<file path="config.mk">
export PLATFORM = sky130hd
export DESIGN_NAME = matdet_stream_ctrl_flat
export DESIGN_NICKNAME = d
export VERILOG_FILES = /design/src/rtl/matdet_stream_if.sv /design/src/rtl/matdet_stream_ctrl.sv /design/src/flat_wrapper.sv
export SDC_FILE = /design/constraint.sdc
export NUM_CORES = 1
export LEC_CHECK = 0
export ABC_CLOCK_PERIOD_IN_PS = 3800
export CAP_MARGIN = 10
export CELL_PAD_IN_SITES_DETAIL_PLACEMENT = 2
export CELL_PAD_IN_SITES_GLOBAL_PLACEMENT = 2
export CORE_AREA = 10 10 149 151
export DETAILED_ROUTE_END_ITERATION = 10
export DIE_AREA = 0 0 159 161
export PLACE_DENSITY = 0.85
export REMOVE_ABC_BUFFERS = 1
export SLEW_MARGIN = 30
export SYNTH_ARGS = -nofsm -noshare
export SYNTH_HDL_FRONTEND = slang
export SYNTH_SLANG_ARGS = --single-unit
</file>
<file path="constraint.sdc">
create_clock -name clk -period 3.8 [get_ports clk]
set_input_delay 0.76 -clock clk [delete_from_list [all_inputs] [get_ports clk]]
set_output_delay 0.76 -clock clk [all_outputs]
set_load 0.1 [all_outputs]
</file>
<file path="src/rtl/matdet_stream_if.sv">
// Element stream, flattened matrix bus, determinant return and result handshake for matdet_stream_ctrl.
// Zero latency: wiring only; every signal is driven by exactly one side.
// Backpressure: in_ready and det_ready carry flow control; the singular flag exists only with MATDET_SINGULAR_EN.
interface matdet_stream_if #(
    parameter int DATA_WIDTH  = 16,
    parameter int MATRIX_SIZE = 3
);
    localparam int MAT_W = MATRIX_SIZE * MATRIX_SIZE * DATA_WIDTH;

    logic [DATA_WIDTH-1:0] in_data;
    logic                  in_valid;
    logic                  in_ready;
    logic [MAT_W-1:0]      mat_out;
    logic                  mat_valid;
    logic [DATA_WIDTH-1:0] det_in;
    logic [DATA_WIDTH-1:0] det_out;
    logic                  det_valid;
    logic                  det_ready;
`ifdef MATDET_SINGULAR_EN
    logic                  singular;
`endif

    // Producer / consumer / core side
    modport master (
        output in_data, in_valid, det_in, det_ready,
        input  in_ready, mat_out, mat_valid, det_out, det_valid
`ifdef MATDET_SINGULAR_EN
        , input singular
`endif
    );

    // Stream controller side
    modport slave (
        input  in_data, in_valid, det_in, det_ready,
        output in_ready, mat_out, mat_valid, det_out, det_valid
`ifdef MATDET_SINGULAR_EN
        , output singular
`endif
    );
endinterface

</file>
<file path="src/rtl/matdet_stream_ctrl.sv">
// Collects N*N row-major elements into a flat matrix for a combinational determinant core and returns its result.
// Latency: det_valid rises SETTLE_CYCLES+1 edges after the last element is accepted.
// Backpressure: in_ready is low from the last accept until the det_valid/det_ready handshake; optional flag via MATDET_SINGULAR_EN.
module matdet_stream_ctrl #(
    parameter int DATA_WIDTH    = 16,
    parameter int BIN_POS       = 8,
    parameter int MATRIX_SIZE   = 3,
    parameter int SETTLE_CYCLES = 2
) (
    input logic            clk,
    input logic            rst_n,
    matdet_stream_if.slave bus
);
    localparam int NUM_ELEM = MATRIX_SIZE * MATRIX_SIZE;
    localparam int CNT_W    = (NUM_ELEM > 1) ? $clog2(NUM_ELEM) : 1;
    localparam int SET_W    = $clog2(SETTLE_CYCLES + 1);

    localparam logic [CNT_W-1:0] LAST_ELEM   = CNT_W'(NUM_ELEM - 1);
    localparam logic [SET_W-1:0] LAST_SETTLE = SET_W'(SETTLE_CYCLES);

    // Data is opaque here; the binary point only has to lie inside the word.
    generate
        if (SETTLE_CYCLES < 1) begin : g_bad_settle
            $error("matdet_stream_ctrl: SETTLE_CYCLES must be at least 1");
        end
        if (BIN_POS < 0 || BIN_POS > DATA_WIDTH) begin : g_bad_bin_pos
            $error("matdet_stream_ctrl: BIN_POS outside the data word");
        end
    endgenerate

    typedef enum logic [1:0] {
        LOAD   = 2'd0,
        SETTLE = 2'd1,
        OUT    = 2'd2
    } state_t;

    state_t                state;
    logic [CNT_W-1:0]      elem_cnt;
    logic [SET_W-1:0]      settle_cnt;
    logic [DATA_WIDTH-1:0] elem [NUM_ELEM];
    logic                  in_ready_q;
    logic                  mat_valid_q;
    logic [DATA_WIDTH-1:0] det_out_q;
    logic                  det_valid_q;
`ifdef MATDET_SINGULAR_EN
    logic                  singular_q;
`endif

    // Control FSM; every output is a register so nothing combinational reaches the ports.
    // The settle counter runs 0..SETTLE_CYCLES: mat_out is complete at the last accept edge and
    // the core gets SETTLE_CYCLES full cycles of stable input before the capture edge.
    always_ff @(posedge clk or negedge rst_n) begin
        if (!rst_n) begin
            state       <= LOAD;
            elem_cnt    <= '0;
            settle_cnt  <= '0;
            for (int i = 0; i < NUM_ELEM; i++) begin
                elem[i] <= '0;
            end
            in_ready_q  <= 1'b1;
            mat_valid_q <= 1'b0;
            det_out_q   <= '0;
            det_valid_q <= 1'b0;
`ifdef MATDET_SINGULAR_EN
            singular_q  <= 1'b0;
`endif
        end else begin
            case (state)
                LOAD: begin
                    if (bus.in_valid && in_ready_q) begin
                        elem[elem_cnt] <= bus.in_data;
                        if (elem_cnt == LAST_ELEM) begin
                            elem_cnt    <= '0;
                            settle_cnt  <= '0;
                            in_ready_q  <= 1'b0;
                            mat_valid_q <= 1'b1;
                            state       <= SETTLE;
                        end else begin
                            elem_cnt <= elem_cnt + 1'b1;
                        end
                    end
                end
                SETTLE: begin
                    if (settle_cnt == LAST_SETTLE) begin
                        det_out_q   <= bus.det_in;
                        det_valid_q <= 1'b1;
`ifdef MATDET_SINGULAR_EN
                        singular_q  <= (bus.det_in == '0);
`endif
                        settle_cnt  <= '0;
                        state       <= OUT;
                    end else begin
                        settle_cnt <= settle_cnt + 1'b1;
                    end
                end
                OUT: begin
                    // mat_out keeps its old contents; the next matrix overwrites slot by slot.
                    if (bus.det_ready) begin
                        det_valid_q <= 1'b0;
                        mat_valid_q <= 1'b0;
                        in_ready_q  <= 1'b1;
`ifdef MATDET_SINGULAR_EN
                        singular_q  <= 1'b0;
`endif
                        state       <= LOAD;
                    end
                end
                default: begin
                    state      <= LOAD;
                    in_ready_q <= 1'b1;
                end
            endcase
        end
    end

    // Flatten the element registers onto the core bus, element i at bit i*DATA_WIDTH.
    logic [NUM_ELEM*DATA_WIDTH-1:0] mat_flat;
    always_comb begin
        mat_flat = '0;
        for (int i = 0; i < NUM_ELEM; i++) begin
            mat_flat[i*DATA_WIDTH +: DATA_WIDTH] = elem[i];
        end
    end

    assign bus.mat_out   = mat_flat;
    assign bus.mat_valid = mat_valid_q;
    assign bus.in_ready  = in_ready_q;
    assign bus.det_out   = det_out_q;
    assign bus.det_valid = det_valid_q;
`ifdef MATDET_SINGULAR_EN
    assign bus.singular  = singular_q;
`endif

endmodule

</file>
<file path="src/flat_wrapper.sv">
// flat-port wrapper written by rule: the top's interface ports become plain ports
module matdet_stream_ctrl_flat 
#(
    parameter int DATA_WIDTH    = 16,
    parameter int BIN_POS       = 8,
    parameter int MATRIX_SIZE   = 3,
    parameter int SETTLE_CYCLES = 2
)
  (clk, rst_n, bus_in_data, bus_in_valid, bus_det_in, bus_det_ready, bus_in_ready, bus_mat_out, bus_mat_valid, bus_det_out, bus_det_valid);
  matdet_stream_if #(.DATA_WIDTH(DATA_WIDTH), .MATRIX_SIZE(MATRIX_SIZE)) bus_i ();
  input logic clk;
  input logic rst_n;
  input wire logic [$bits(bus_i.in_data)-1:0] bus_in_data;
  input wire logic [$bits(bus_i.in_valid)-1:0] bus_in_valid;
  input wire logic [$bits(bus_i.det_in)-1:0] bus_det_in;
  input wire logic [$bits(bus_i.det_ready)-1:0] bus_det_ready;
  output wire logic [$bits(bus_i.in_ready)-1:0] bus_in_ready;
  output wire logic [$bits(bus_i.mat_out)-1:0] bus_mat_out;
  output wire logic [$bits(bus_i.mat_valid)-1:0] bus_mat_valid;
  output wire logic [$bits(bus_i.det_out)-1:0] bus_det_out;
  output wire logic [$bits(bus_i.det_valid)-1:0] bus_det_valid;
  assign bus_i.in_data = bus_in_data;
  assign bus_i.in_valid = bus_in_valid;
  assign bus_i.det_in = bus_det_in;
  assign bus_i.det_ready = bus_det_ready;
  assign bus_in_ready = bus_i.in_ready;
  assign bus_mat_out = bus_i.mat_out;
  assign bus_mat_valid = bus_i.mat_valid;
  assign bus_det_out = bus_i.det_out;
  assign bus_det_valid = bus_i.det_valid;
  matdet_stream_ctrl #(.DATA_WIDTH(DATA_WIDTH), .BIN_POS(BIN_POS), .MATRIX_SIZE(MATRIX_SIZE), .SETTLE_CYCLES(SETTLE_CYCLES)) u_core (.clk(clk), .rst_n(rst_n), .bus(bus_i));
endmodule
</file>
# After elaboration in Yosys (flattened, before gate mapping)
# Cells that the tools add are included.
[op_classes] n_eq_ne=8 magnitude_cmp=2 n_bitwise=2 addsub=2 n_reduce_logical=13 n_mux=23
[op_table] op="$bwmux 144" count=1
[op_table] op="$demux 16 s4" count=1
[op_table] op="$mux 16" count=1
[op_table] op="$mux 2" count=7
[op_table] op="$reduce_and 4->1" count=3
[op_table] op="$mux 1" count=7
[op_table] op="$ne 2x1->1 const B" count=3
[op_table] op="$pmux 2 s3" count=1
[op_table] op="$reduce_and 3->1" count=2
[op_table] op="$reduce_bool 2->1" count=3
[op_table] op="$ge 5x5->1 const B" count=1
[op_table] op="$lt 5x1->1 const B" count=1
[op_table] op="$not 4->5" count=1
[op_table] op="$add 4x1->4 const B" count=1
[op_table] op="$eq 2x2->1 const B" count=2
[op_table] op="$eq 4x4->1 const B" count=1
[op_table] op="$mux 4" count=1
[op_table] op="$pmux 1 s2" count=2
[op_table] op="$pmux 2 s2" count=1
[op_table] op="$reduce_and 2->1" count=2
[op_table] op="$pmux 1 s3" count=1
[op_table] op="$add 2x1->2 const B" count=1
[op_table] op="$eq 2x1->1 const B" count=1
[op_table] op="$logic_and 1x1->1" count=2
[op_table] op="other kinds (3)" count=3
[totals] inputBits=36 regBits=171 elab_cells=66 out_inout_bits=163

# Logic depth before layout (Yosys ltp)
# Gate-level depths: netlist of the first run.
[logic_depth] ltp_word=6 depth_mapped=6 mapped_depth_nobuf=5

# Worst setup path after synthesis of the first run
# OpenSTA, ideal clock, no wires.
[synth_path] kind="register to register" from="reg u_core.in_ready_q (netlist: u_core.bus.in_ready)" to="reg u_core.elem (netlist bit u_core.bus.mat_out[21])" path_buffers=2 t_arrival_ns=2.186 path_slack_ns=1.489 setup_ns=0.125 required_time_ns=3.675 stages_incl_launch_ff=6 period_less_slack_ns=2.311 cell_sequence="dfstp_2 -> nand4bb_4 -> or4b_4 -> buf_6 -> buf_12 -> mux2_4"
[synth_between] elab_chain_cells=2
[synth_lines] item="start, declared" line_no="matdet_stream_ctrl.sv:41" text="logic in_ready_q;"
[synth_lines] item="start signal, assigned" line_no="matdet_stream_ctrl.sv:60" text="in_ready_q <= 1'b1;"
[synth_lines] item="start signal, assigned" line_no="matdet_stream_ctrl.sv:75" text="in_ready_q <= 1'b0;"
[synth_lines] item="start signal, assigned" line_no="matdet_stream_ctrl.sv:101" text="in_ready_q <= 1'b1;"
[synth_lines] item="$logic_and 1x1->1" line_no="matdet_stream_ctrl.sv:70" text="if (bus.in_valid && in_ready_q) begin"
[synth_lines] item="$reduce_and 2->1 (no line)"
[synth_lines] item="end signal, assigned by index" line_no="matdet_stream_ctrl.sv:71" text="elem[elem_cnt] <= bus.in_data;"
[synth_lines] item="end, declared" line_no="matdet_stream_ctrl.sv:40" text="logic [DATA_WIDTH-1:0] elem [NUM_ELEM];"
# Every way passes these cells.
# A chain may end at the register's enable or synchronous reset.

# Worst setup path after layout of the first run
[layout_path] from="reg u_core.elem (netlist bit u_core.bus.mat_out[121])" to="out bus_mat_out[121]"
[layout_rtl] item="end, declared" line_no="flat_wrapper.sv:18" text="output wire logic [$bits(bus_i.mat_out)-1:0] bus_mat_out;"
# No word-level cell between the ends.

==> key figures, run 1 <==
Outcome
  – Result of the run: finished, final reports clean

Global routing
  – Total GRT Usage: 17.3%
  – Overflow left after global routing: 0
  – Largest net degree at the start of global routing: 98
  – Global-route wire length before repair: around 34,000 um
  – Number of global-route vias before repair: roughly 5,100
  – Number of antenna violations at the first check in global routing: 0

Timing
  – Max-slew violation count: 0
  – Worst Max-Slew Pin Slew: 1040 ps
  – Final Hold Violating Endpoints: 0
  – Clock period minus final worst setup slack: 2760 ps
  – Highest achievable clock rate: around 0.36 GHz
  – Endpoints failing setup: 0
  – Worst slew margin relative to its limit: 30.3%
  – Post-Route Setup TNS: 0 ps
  – Largest clock skew in the final design: between 9 and 10 ps
  – Post-route clock period utilization: ~73%
  – RSZ-0062 raised after global routing: no

Yosys
  – Post-synthesis cell type count: 35
  – Share of Yosys cell area claimed by the top area cell type: 64.3%
  – Number of enable flip-flop cells after synthesis: 0
  – Average instance area after synthesis: 16.7 um2
  – Post-synthesis instance area: 0.00662 mm2
  – Post-synth top area cell: dfrtp_1
  – Portion of the post-synthesis area used by sequential elements: 64.7%
  – Ys async rst share: 100%
  – Syn. warnings: 0
  – Leading post-synthesis cells by cell area: dfrtp_1 (64%), mux2_2 (26%), mux2_4 (2.3%)
  – Dominant register cell in the synthesized netlist: dfrtp_1
  – Mapped Cells: 397
  – Number of synthesized register bits: around 170

Placed design
  – Port bufs: just under 200
  – Detailed-placement wirelength estimate: 15,700 um
  – Routability cong.: 0.747

Critical path
  – Delay-heaviest family, CP: buffers and inverters
  – Count of buffering cells on the critical path with inverters included: 1
  – Signal arrival time at the worst endpoint: 2000 ps
  – Crit. End Element: output port
  – CP Class: register to output port
  – Cells traversed along the worst timing path: clkdlybuf4s50_1
  – Critical path's largest stage delay: 1180 ps
  – Data required time at the worst endpoint: 3040 ps
  – Startpoint class of the critical path: register
  – Highest net fanout along the worst path: 2
  – Standard cell with the maximum stage delay on the critical path: clkdlybuf4s50_1

Floorplan
  – Number of placement rows: 51
  – Core ar.: 0.0192 mm2
  – Area enclosed by the die boundary: 0.0256 mm2
  – Effective utilization at floorplan: around a third
  – Number of top-level pins: slightly below 200
  – Die W: 159 um
  – Y dimension of the die: 161 um

Final layout
  – Most common library cell in the layout ignoring fill and taps: clkdlybuf4s50_1
  – Commonest cells after routing, fill and taps aside: clkdlybuf4s50_1 (185), dfrtp_1 (170), mux2_2 (152), clkbuf_16 (17), mux2_4 (10)
  – Net count, final: 645
  – Antenna diode instance count: 0
  – Area grow syn2layout: 42.1%
  – Ratio of cells with drive above 1 in the final layout: between 30% and 40%

Clock network
  – Number of buffers inserted by hold repair at cts: 0
  – Deepest level of the CTS H-tree: 4
  – Cell at the root of the clock tree: clkbuf_16
  – Post CTS Setup Buffer Count: 0
  – Clock-pin slew on the worst setup and hold paths: 70 ps
  – Clock buffers created by TritonCTS: 17
  – TritonCTS clock tree: built
  – Clk sinks: 171
  – Total of cells resized after clock tree synthesis: 0
  – Maximum buffer depth of the clock tree: 2
  – Source-to-sink clock delay at the later pin of the worst-skew pair: 420 ps

Drt
  – Via count: 4,238
  – WL final: 22,200 um
  – Iteration count of the initial detailed-routing pass: 4
  – ANT nets after route: 0
  – Routed vias/inst: 4.80
  – Violation count after the first detailed-routing iteration: 138
  – WL/cell: around 25 um
  – # DRC: 0

Worst hold path
  – Type of the most critical hold path: input port to asynchronous set/reset pin

Flow run
  – Maxcap violations: 0
-- cell usage after synthesis, drive strengths merged, types with 3 or more instances --
library cell  instances
nand2                 3
o21ai                 3
a21o                  3
inv                   3
dfrtp               170
nor2                  3
clkbuf                4
nand3                 8
buf                  11
mux2                162
ha                    4
-- layout make-up --
| cell class | instances | area, um2 |
|---|---|---|
| multi-input cells | 208 | 2240 |
| well taps | 265 | 332 |
| clock buffers | 18 | 429 |
| repair buffers | 204 | 1970 |
| flip-flops and latches | 171 | 4280 |
| clock inverters | 13 | 141 |
| inverters | 3 | 11.3 |
| fillers | 1763 | 9800 |
-- worst register-to-register path, stage by stage (launching register included) --
cell	delay [ps]
dfrtp_1	470
nor3_2	540
nand3_2	680
mux2_2	530
-- logic make-up (layout without fill, tap and decap cells) --
family	Yosys count	after routing	synth area share (%)
flip-flops	171	171	64.7
multiplexers	162	162	28.1
AND/OR/NAND/NOR	33	33	3.99
buffers and inverters	18	238	1.55
AO/OA/AOI/OAI	9	9	0.907
adder cells (fa/ha/maj)	4	4	0.756
-- path summary, 6_finish.rpt --
path | start | endpoint | slack, ps | cells past startpoint
max | u_core.bus.mat_out[121]$_DFFE_PN0P_ | bus_mat_out[121] | 1040 | 1
min in group clk | u_core.bus.mat_valid$_DFFE_PN0P_ | u_core.bus.mat_valid$_DFFE_PN0P_ | 500 | 1
max reg2reg | u_core.elem_cnt[3]$_DFFE_PN0P_ | u_core.bus.mat_out[50]$_DFFE_PN0P_ | 1470 | 3
min | rst_n | u_core.bus.mat_out[88]$_DFFE_PN0P_ | 410 | 1
min reg2reg | u_core.bus.mat_valid$_DFFE_PN0P_ | u_core.bus.mat_valid$_DFFE_PN0P_ | 500 | 1
max in group asynchronous | rst_n | u_core.bus.in_ready$_DFFE_PN1P_ | 2410 | 2
-- per-layer routing --
| metal | wire, um | vias up | global-route usage, % |
|---|---|---|---|
| li1 | - | 1825 | - |
| met1 | 8630 | 2240 | 18.6 |
| met2 | 11800 | 150 | 31.7 |
| met3 | 1540 | 23 | 6.30 |
| met4 | 252 | 0 | 4.34 |
| met5 | 0 | - | 0 |
-- metrics by stage --
step | utilization, % | worst slack, ps | cells | area [um2] | hold WS, ps
final | 49.0 | 1040 | 882 | 9400 | 410
after global routing | 49.0 | 988 | 882 | 9400 | 483
after CTS | 49.1 | 1000 | 882 | 9440 | 483
after detailed placement | 46.2 | 823 | 851 | 8870 | 483
after global placement | 46.3 | 929 | 851 | 8880 | 471
after floorplan | - | 1580 | 382 | 6530 | 464
-- state kept, by name (all words and copies together), names as in the netlist --
| name | cells |
|---|---|
| u_core.bus.det_out | 16 |
| u_core.bus.det_valid | 1 |
| u_core.bus.in_ready | 1 |
| u_core.bus.mat_out | 144 |
| u_core.bus.mat_valid | 1 |
| u_core.elem_cnt | 4 |
| u_core.settle_cnt | 2 |
| u_core.state | 2 |
Power of run 1 is not shown: default switching activity piles up to over one toggle a cycle in this logic, so the estimate is an artifact.
==> run 2, diff against run 1 <==
Settings changed: ABC_CLOCK_PERIOD_IN_PS 3800 to 2300, CORE_AREA 10 10 149 151 to 10 10 163 165, DIE_AREA 0 0 159 161 to 0 0 173 175, PLACE_DENSITY 0.85 to 0.75.
Clock period 3.8 ns to 2.3 ns, I/O delays scaled along.
==> run 2 against run 1 <==
Effect of this change: utilization fell by 8.6 points; flip-flop and latch count did not move; global-route usage fell by 2.9 points; critical path type is now register to register; critical endpoint is now u_core.bus.mat_out[136]$_DFFE_PN0P_.
==> key figures, run 2 (synthesis results as in run 1) <==
Outcome
  – Result of the run: finished, final reports clean (unchanged)

Final layout
  – Net count, final: 664 (was 645)
  – Antenna diode instance count: 0 (unchanged)
  – Flip-flop count of the largest register, all copies and words added: 144 (unchanged)
  – Post-layout instance area: 0.00939 mm2 (was 0.00940 mm2)
  – Area grow syn2layout: 41.9% (was 42.1%)
  – Ratio of cells with drive above 1 in the final layout: 62.0% (was 36.3%)
  – Most common library cell in the layout ignoring fill and taps: buf_4 (was clkdlybuf4s50_1)
  – Commonest cells after routing, fill and taps aside: buf_4 (181), dfrtp_1 (170), mux2_2 (152), clkdlybuf4s50_1 (34), clkbuf_16 (17) (was clkdlybuf4s50_1 (185), dfrtp_1 (170), mux2_2 (152), clkbuf_16 (17), mux2_4 (10))

Clock network
  – Clk sinks: 171 (unchanged)
  – TritonCTS clock tree: built (unchanged)
  – Cell at the root of the clock tree: clkbuf_16 (unchanged)
  – Source-to-sink clock delay at the later pin of the worst-skew pair: 420 ps (about the same)
  – Total of cells resized after clock tree synthesis: 0 (unchanged)
  – Number of buffers inserted by hold repair at cts: 0 (unchanged)
  – Deepest level of the CTS H-tree: 4 (unchanged)
  – Post CTS Setup Buffer Count: 0 (unchanged)
  – Clock buffers created by TritonCTS: 17 (unchanged)
  – Clock-pin slew on the worst setup and hold paths: 70 ps (about the same)
  – Maximum buffer depth of the clock tree: 2 (unchanged)

Critical path
  – Highest net fanout along the worst path: 11 (was 2)
  – Standard cell with the maximum stage delay on the critical path: dfrtp_1 (was clkdlybuf4s50_1)
  – Critical path's largest stage delay: 460 ps (was 1180 ps)
  – Data required time at the worst endpoint: 2600 ps (was 3040 ps)
  – Cells traversed along the worst timing path: inv_1 > ha_1 > and3b_1 > and2b_1 > buf_4 > mux2_2 (was clkdlybuf4s50_1)
  – Delay-heaviest family, CP: simple AND/OR/NAND/NOR gates (was buffers and inverters)
  – WP depth: 6 (was 1)
  – Worst-case register-to-register setup slack: 270 ps (was 1470 ps)
  – Startpoint class of the critical path: register (unchanged)
  – Signal arrival time at the worst endpoint: 2330 ps (was 2000 ps)
  – CP Class: register to register (was register to output port)
  – Register-to-Register Path Depth: 6 (was 3)
  – Count of buffering cells on the critical path with inverters included: 2 (was 1)
  – Crit. End Element: register (was output port)

Timing
  – Worst slew margin relative to its limit: 61.2% (was 30.3%)
  – Final Hold Violating Endpoints: 0 (unchanged)
  – Endpoints failing setup: 0 (unchanged)
  – Largest clock skew in the final design: 12.3 ps (was 9.16 ps)
  – Clock period minus final worst setup slack: 2030 ps
  – Worst hold slack after final layout: 1.03 ps (was 410 ps)
  – Worst Max-Slew Pin Slew: 579 ps (was 1040 ps)
  – Max-slew violation count: 0 (unchanged)
  – RSZ-0062 raised after global routing: no (unchanged)
  – Post-route clock period utilization: ~88%
  – Highest achievable clock rate: 0.492 GHz
  – Post-Route Setup TNS: 0 ps (unchanged)

Drt
  – WL/cell: 22.9 um (was 25.2 um)
  – # DRC: 0 (unchanged)
  – Top metal layer carrying routed signals: met4 (unchanged)
  – Violation count after the first detailed-routing iteration: 130 (was 138)
  – Routed met3 length: 928 um (was 1540 um)
  – Iteration count of the initial detailed-routing pass: 4 (unchanged)
  – Via count: 4,226 (was 4,238)
  – ANT nets after route: 0 (unchanged)
  – WL final: 21,900 um (was 22,200 um)
  – Routed vias/inst: 4.42 (was 4.80)
  – Length of routed wiring on met1: 9210 um (was 8630 um)
  – Amount of wire on met2 after detailed routing: 11,400 um (was 11,800 um)

Floorplan
  – Number of placement rows: 56 (was 51)
  – Die W: 173 um (was 159 um)
  – Effective utilization at floorplan: 28.5% (was 34.5%)
  – Y dimension of the die: 175 um (was 161 um)
  – Core ar.: 0.0233 mm2 (was 0.0192 mm2)
  – Area enclosed by the die boundary: 0.0303 mm2 (was 0.0256 mm2)
  – Number of top-level pins: 199 (unchanged)

Placed design
  – Cell area after placement: 0.00878 mm2 (was 0.00887 mm2)
  – Port bufs: 198 (unchanged)
  – Detailed-placement wirelength estimate: 16,100 um (was 15,700 um)
  – Routability cong.: 0.738 (was 0.747)

Global routing
  – Number of global-route vias before repair: 4,987 (was 5,111)
  – Global-route wire length before repair: 33,200 um (was 33,900 um)
  – Number of antenna violations at the first check in global routing: 0 (unchanged)
  – Overflow left after global routing: 0 (unchanged)
  – Largest net degree at the start of global routing: 58 (was 98)
  – Total GRT Usage: 14.4% (was 17.3%)

Worst hold path
  – Type of the most critical hold path: input port to asynchronous set/reset pin (unchanged)

Flow run
  – Maxcap violations: 0 (unchanged)
==> run 2: layout make-up <==
class | count | area, um2
clock buffers | 18 | 429
fillers | 2327 | 13900
well taps | 319 | 399
inverters | 3 | 11.3
repair buffers | 223 | 1850
multi-input cells | 208 | 2240
clock inverters | 14 | 185
flip-flops and latches | 171 | 4280
==> run 2: worst paths after layout <==
check                                                 start                             endpoint
max in group asynchronous                             rst_n   u_core.bus.mat_out[32]$_DFFE_PN0P_
setup reg to reg             u_core.elem_cnt[0]$_DFFE_PN0P_  u_core.bus.mat_out[136]$_DFFE_PN0P_
min in group clk           u_core.bus.mat_valid$_DFFE_PN0P_     u_core.bus.mat_valid$_DFFE_PN0P_
setup / recovery             u_core.elem_cnt[0]$_DFFE_PN0P_  u_core.bus.mat_out[136]$_DFFE_PN0P_
hold / removal                                        rst_n  u_core.bus.mat_out[142]$_DFFE_PN0P_
hold reg to reg            u_core.bus.mat_valid$_DFFE_PN0P_     u_core.bus.mat_valid$_DFFE_PN0P_
==> run 2: metal layers <==
| metal | track usage (%) | up-vias |
|---|---|---|
| met2 | 25.4 | 105 |
| met4 | 4.49 | 0 |
| met3 | 3.75 | 18 |
| met1 | 16.7 | 2239 |
| met5 | 0 | - |
| li1 | - | 1864 |
==> run 2: metrics by stage <==
step / setup slack (ps) / util (%) / instances
after floorplan: 82.7 / - / 382
after global placement: 36.9 / 37.7 / 924
after detailed placement: 13.4 / 37.7 / 924
after CTS: 249 / 40.4 / 956
after global routing: 151 / 40.4 / 956
final: 270 / 40.4 / 956
Power of run 2 is left out for the same reason.
==> run 3, diff against run 2 <==
Settings changed: CORE_AREA 10 10 163 165 to 2 2 155 157, DIE_AREA 0 0 173 175 to 0 0 157 159.
==> run 3 against run 2 <==
Effect of this change: via count increased by 0.92%; global-route usage increased by 2.3 points; flip-flop and latch count unchanged; critical path type unchanged; die area decreased by 18%; critical path depth unchanged; sequential share of layout area about the same; first-iteration DRC count decreased by 15%; non-clock buffer count increased by 3.
==> key figures, run 3 (synthesis results as in run 1) <==
Drt
  – WL final: 20,200 um (was 21,900 um)
  – Violation count after the first detailed-routing iteration: 110 (was 130)
  – WL/cell: 21.0 um (was 22.9 um)
  – Routed vias/inst: 4.45 (was 4.42)
  – # DRC: 0 (unchanged)
  – Via count: 4,265 (was 4,226)
  – Iteration count of the initial detailed-routing pass: 3 (was 4)
  – ANT nets after route: 0 (unchanged)

Global routing
  – Number of global-route vias before repair: 4,907 (was 4,987)
  – Global-route wire length before repair: 31,100 um (was 33,200 um)
  – Number of antenna violations at the first check in global routing: 0 (unchanged)
  – Overflow left after global routing: 0 (unchanged)
  – Largest net degree at the start of global routing: 46 (was 58)
  – Total GRT Usage: 16.7% (was 14.4%)

Worst hold path
  – Hold path cells: 1
  – Type of the most critical hold path: register to register (was input port to asynchronous set/reset pin)

Floorplan
  – Core ar.: 0.0232 mm2 (was 0.0233 mm2)
  – Number of top-level pins: 199 (unchanged)
  – Die W: 157 um (was 173 um)
  – Area enclosed by the die boundary: 0.0250 mm2 (was 0.0303 mm2)
  – Y dimension of the die: 159 um (was 175 um)
  – Number of placement rows: 56 (unchanged)
  – Effective utilization at floorplan: 28.5% (about the same)

Final layout
  – Filler Cell Count: 2,306 (was 2,327)
  – Most common library cell in the layout ignoring fill and taps: buf_4 (unchanged)
  – Commonest cells after routing, fill and taps aside: buf_4 (182), dfrtp_1 (170), mux2_2 (152), clkdlybuf4s50_1 (34), clkbuf_16 (17) (was buf_4 (181), dfrtp_1 (170), mux2_2 (152), clkdlybuf4s50_1 (34), clkbuf_16 (17))
  – Net count, final: 667 (was 664)
  – Ratio of cells with drive above 1 in the final layout: 62.1% (was 62.0%)
  – Area grow syn2layout: 42.0% (was 41.9%)
  – Flip-flop count of the largest register, all copies and words added: 144 (unchanged)
  – Antenna diode instance count: 0 (unchanged)

Critical path
  – R2r startpoint: u_core.elem_cnt[0]$_DFFE_PN0P_ (unchanged)
  – Startpoint class of the critical path: register (unchanged)
  – CP Launch Point: u_core.elem_cnt[0]$_DFFE_PN0P_ (unchanged)
  – Standard cell with the maximum stage delay on the critical path: dfrtp_1 (unchanged)
  – Register-to-Register Path Depth: 6 (unchanged)
  – Critical path's largest stage delay: 450 ps (was 460 ps)
  – Signal arrival time at the worst endpoint: 2290 ps (was 2330 ps)
  – End point of the critical path: u_core.bus.mat_out[140]$_DFFE_PN0P_ (was u_core.bus.mat_out[136]$_DFFE_PN0P_)
  – Worst-case register-to-register setup slack: 310 ps (was 270 ps)
  – Crit. End Element: register (unchanged)
  – FF-to-FF End: u_core.bus.mat_out[140]$_DFFE_PN0P_ (was u_core.bus.mat_out[136]$_DFFE_PN0P_)
  – CP Class: register to register (unchanged)
  – Cells traversed along the worst timing path: inv_1 > ha_1 > and3b_1 > and2b_1 > buf_4 > mux2_2 (unchanged)
  – Data required time at the worst endpoint: 2600 ps (about the same)
  – Highest net fanout along the worst path: 11 (unchanged)

Timing
  – Endpoints failing setup: 0 (unchanged)
  – Max-slew violation count: 0 (unchanged)
  – Worst slew margin relative to its limit: 57.7% (was 61.2%)
  – RSZ-0062 raised after global routing: no (unchanged)
  – Post-Route Setup TNS: 0 ps (unchanged)
  – Largest clock skew in the final design: 11.4 ps (was 12.3 ps)
  – Highest achievable clock rate: 0.502 GHz (was 0.492 GHz)
  – Worst Setup Slack, final: 309 ps (was 270 ps)
  – Worst Max-Slew Pin Slew: 631 ps (was 579 ps)
  – Post-route clock period utilization: 86.6% (was 88.3%)
  – Final Hold Violating Endpoints: 0 (unchanged)
  – Clock period minus final worst setup slack: 1990 ps (was 2030 ps)

Clock network
  – Cell at the root of the clock tree: clkbuf_16 (unchanged)
  – Deepest level of the CTS H-tree: 4 (unchanged)
  – Source-to-sink clock delay at the later pin of the worst-skew pair: 420 ps (about the same)
  – Clk sinks: 171 (unchanged)
  – Clock buffers created by TritonCTS: 17 (unchanged)
  – Clock-pin slew on the worst setup and hold paths: 70 ps (about the same)
  – TritonCTS clock tree: built (unchanged)
  – Post CTS Setup Buffer Count: 0 (unchanged)
  – Maximum buffer depth of the clock tree: 2 (unchanged)

Placed design
  – Port bufs: 198 (unchanged)
  – Routability cong.: 0.735 (was 0.738)
  – Detailed-placement wirelength estimate: 14,800 um (was 16,100 um)
  – Worst setup timing slack at the placement stage: 6.71 ps (was 13.4 ps)

Flow run
  – Maxcap violations: 0 (unchanged)

Outcome
  – Result of the run: finished, final reports clean (unchanged)
-- run 3: metal layers --
layer / track usage, % / routed length [um] / share of wire [%]
met1: 20.4 / 8350 / 41
met2: 29.9 / 10800 / 54
met4: 5.25 / 277 / 1.4
met3: 2.83 / 721 / 3.6
met5: 0 / 0 / 0
-- run 3: layout make-up --
type / instances / area, um2 / area share [%]
clock buffers: 17 / 425 / 4.53
clock inverters: 14 / 159 / 1.69
inverters: 3 / 11.3 / 0.120
multi-input cells: 208 / 2240 / 23.8
flip-flops and latches: 171 / 4280 / 45.5
well taps: 319 / 399 / 4.25
repair buffers: 226 / 1890 / 20.1
-- run 3: critical path, delay by kind of cell, from the launching register on --
family | cells | cell delay [ps]
DFF | 1 | 450
adders and majority gates | 1 | 250
buffers and inverters | 2 | 340
muxes | 1 | 370
and+or+nand+nor | 2 | 440
-- run 3: metrics by stage --
stage	cell area, um2	hold slack (ps)	instances	utilization (%)
2_1_floorplan	6530	164	382	-
3_3_place_gp	8800	412	926	38.0
3_5_place_dp	8800	414	926	38.0
4_1_cts	9400	490	958	40.5
5_1_grt	9400	512	958	40.5
6_report	9400	488	958	40.5
-- run 3: repair_timing --
item                                   4_1_cts  5_1_grt
hold buffers                                 1        0
gates resized for setup                      0        0
endpoints found under the hold margin       38        0
-- run 3: worst min path at each step --
stage,start,to,slack (ps)
global placement,rst_n,u_core.bus.mat_out[56]$_DFFE_PN0P_,410
floorplan,rst_n,u_core.bus.det_out[0]$_DFFE_PN0P_,160
CTS,u_core.bus.mat_valid$_DFFE_PN0P_,u_core.bus.mat_valid$_DFFE_PN0P_,490
global route,u_core.bus.mat_valid$_DFFE_PN0P_,u_core.bus.mat_valid$_DFFE_PN0P_,510
finish,u_core.bus.mat_valid$_DFFE_PN0P_,u_core.bus.mat_valid$_DFFE_PN0P_,490
detailed placement,rst_n,u_core.bus.mat_out[56]$_DFFE_PN0P_,410
Power of run 3 is left out for the same reason.
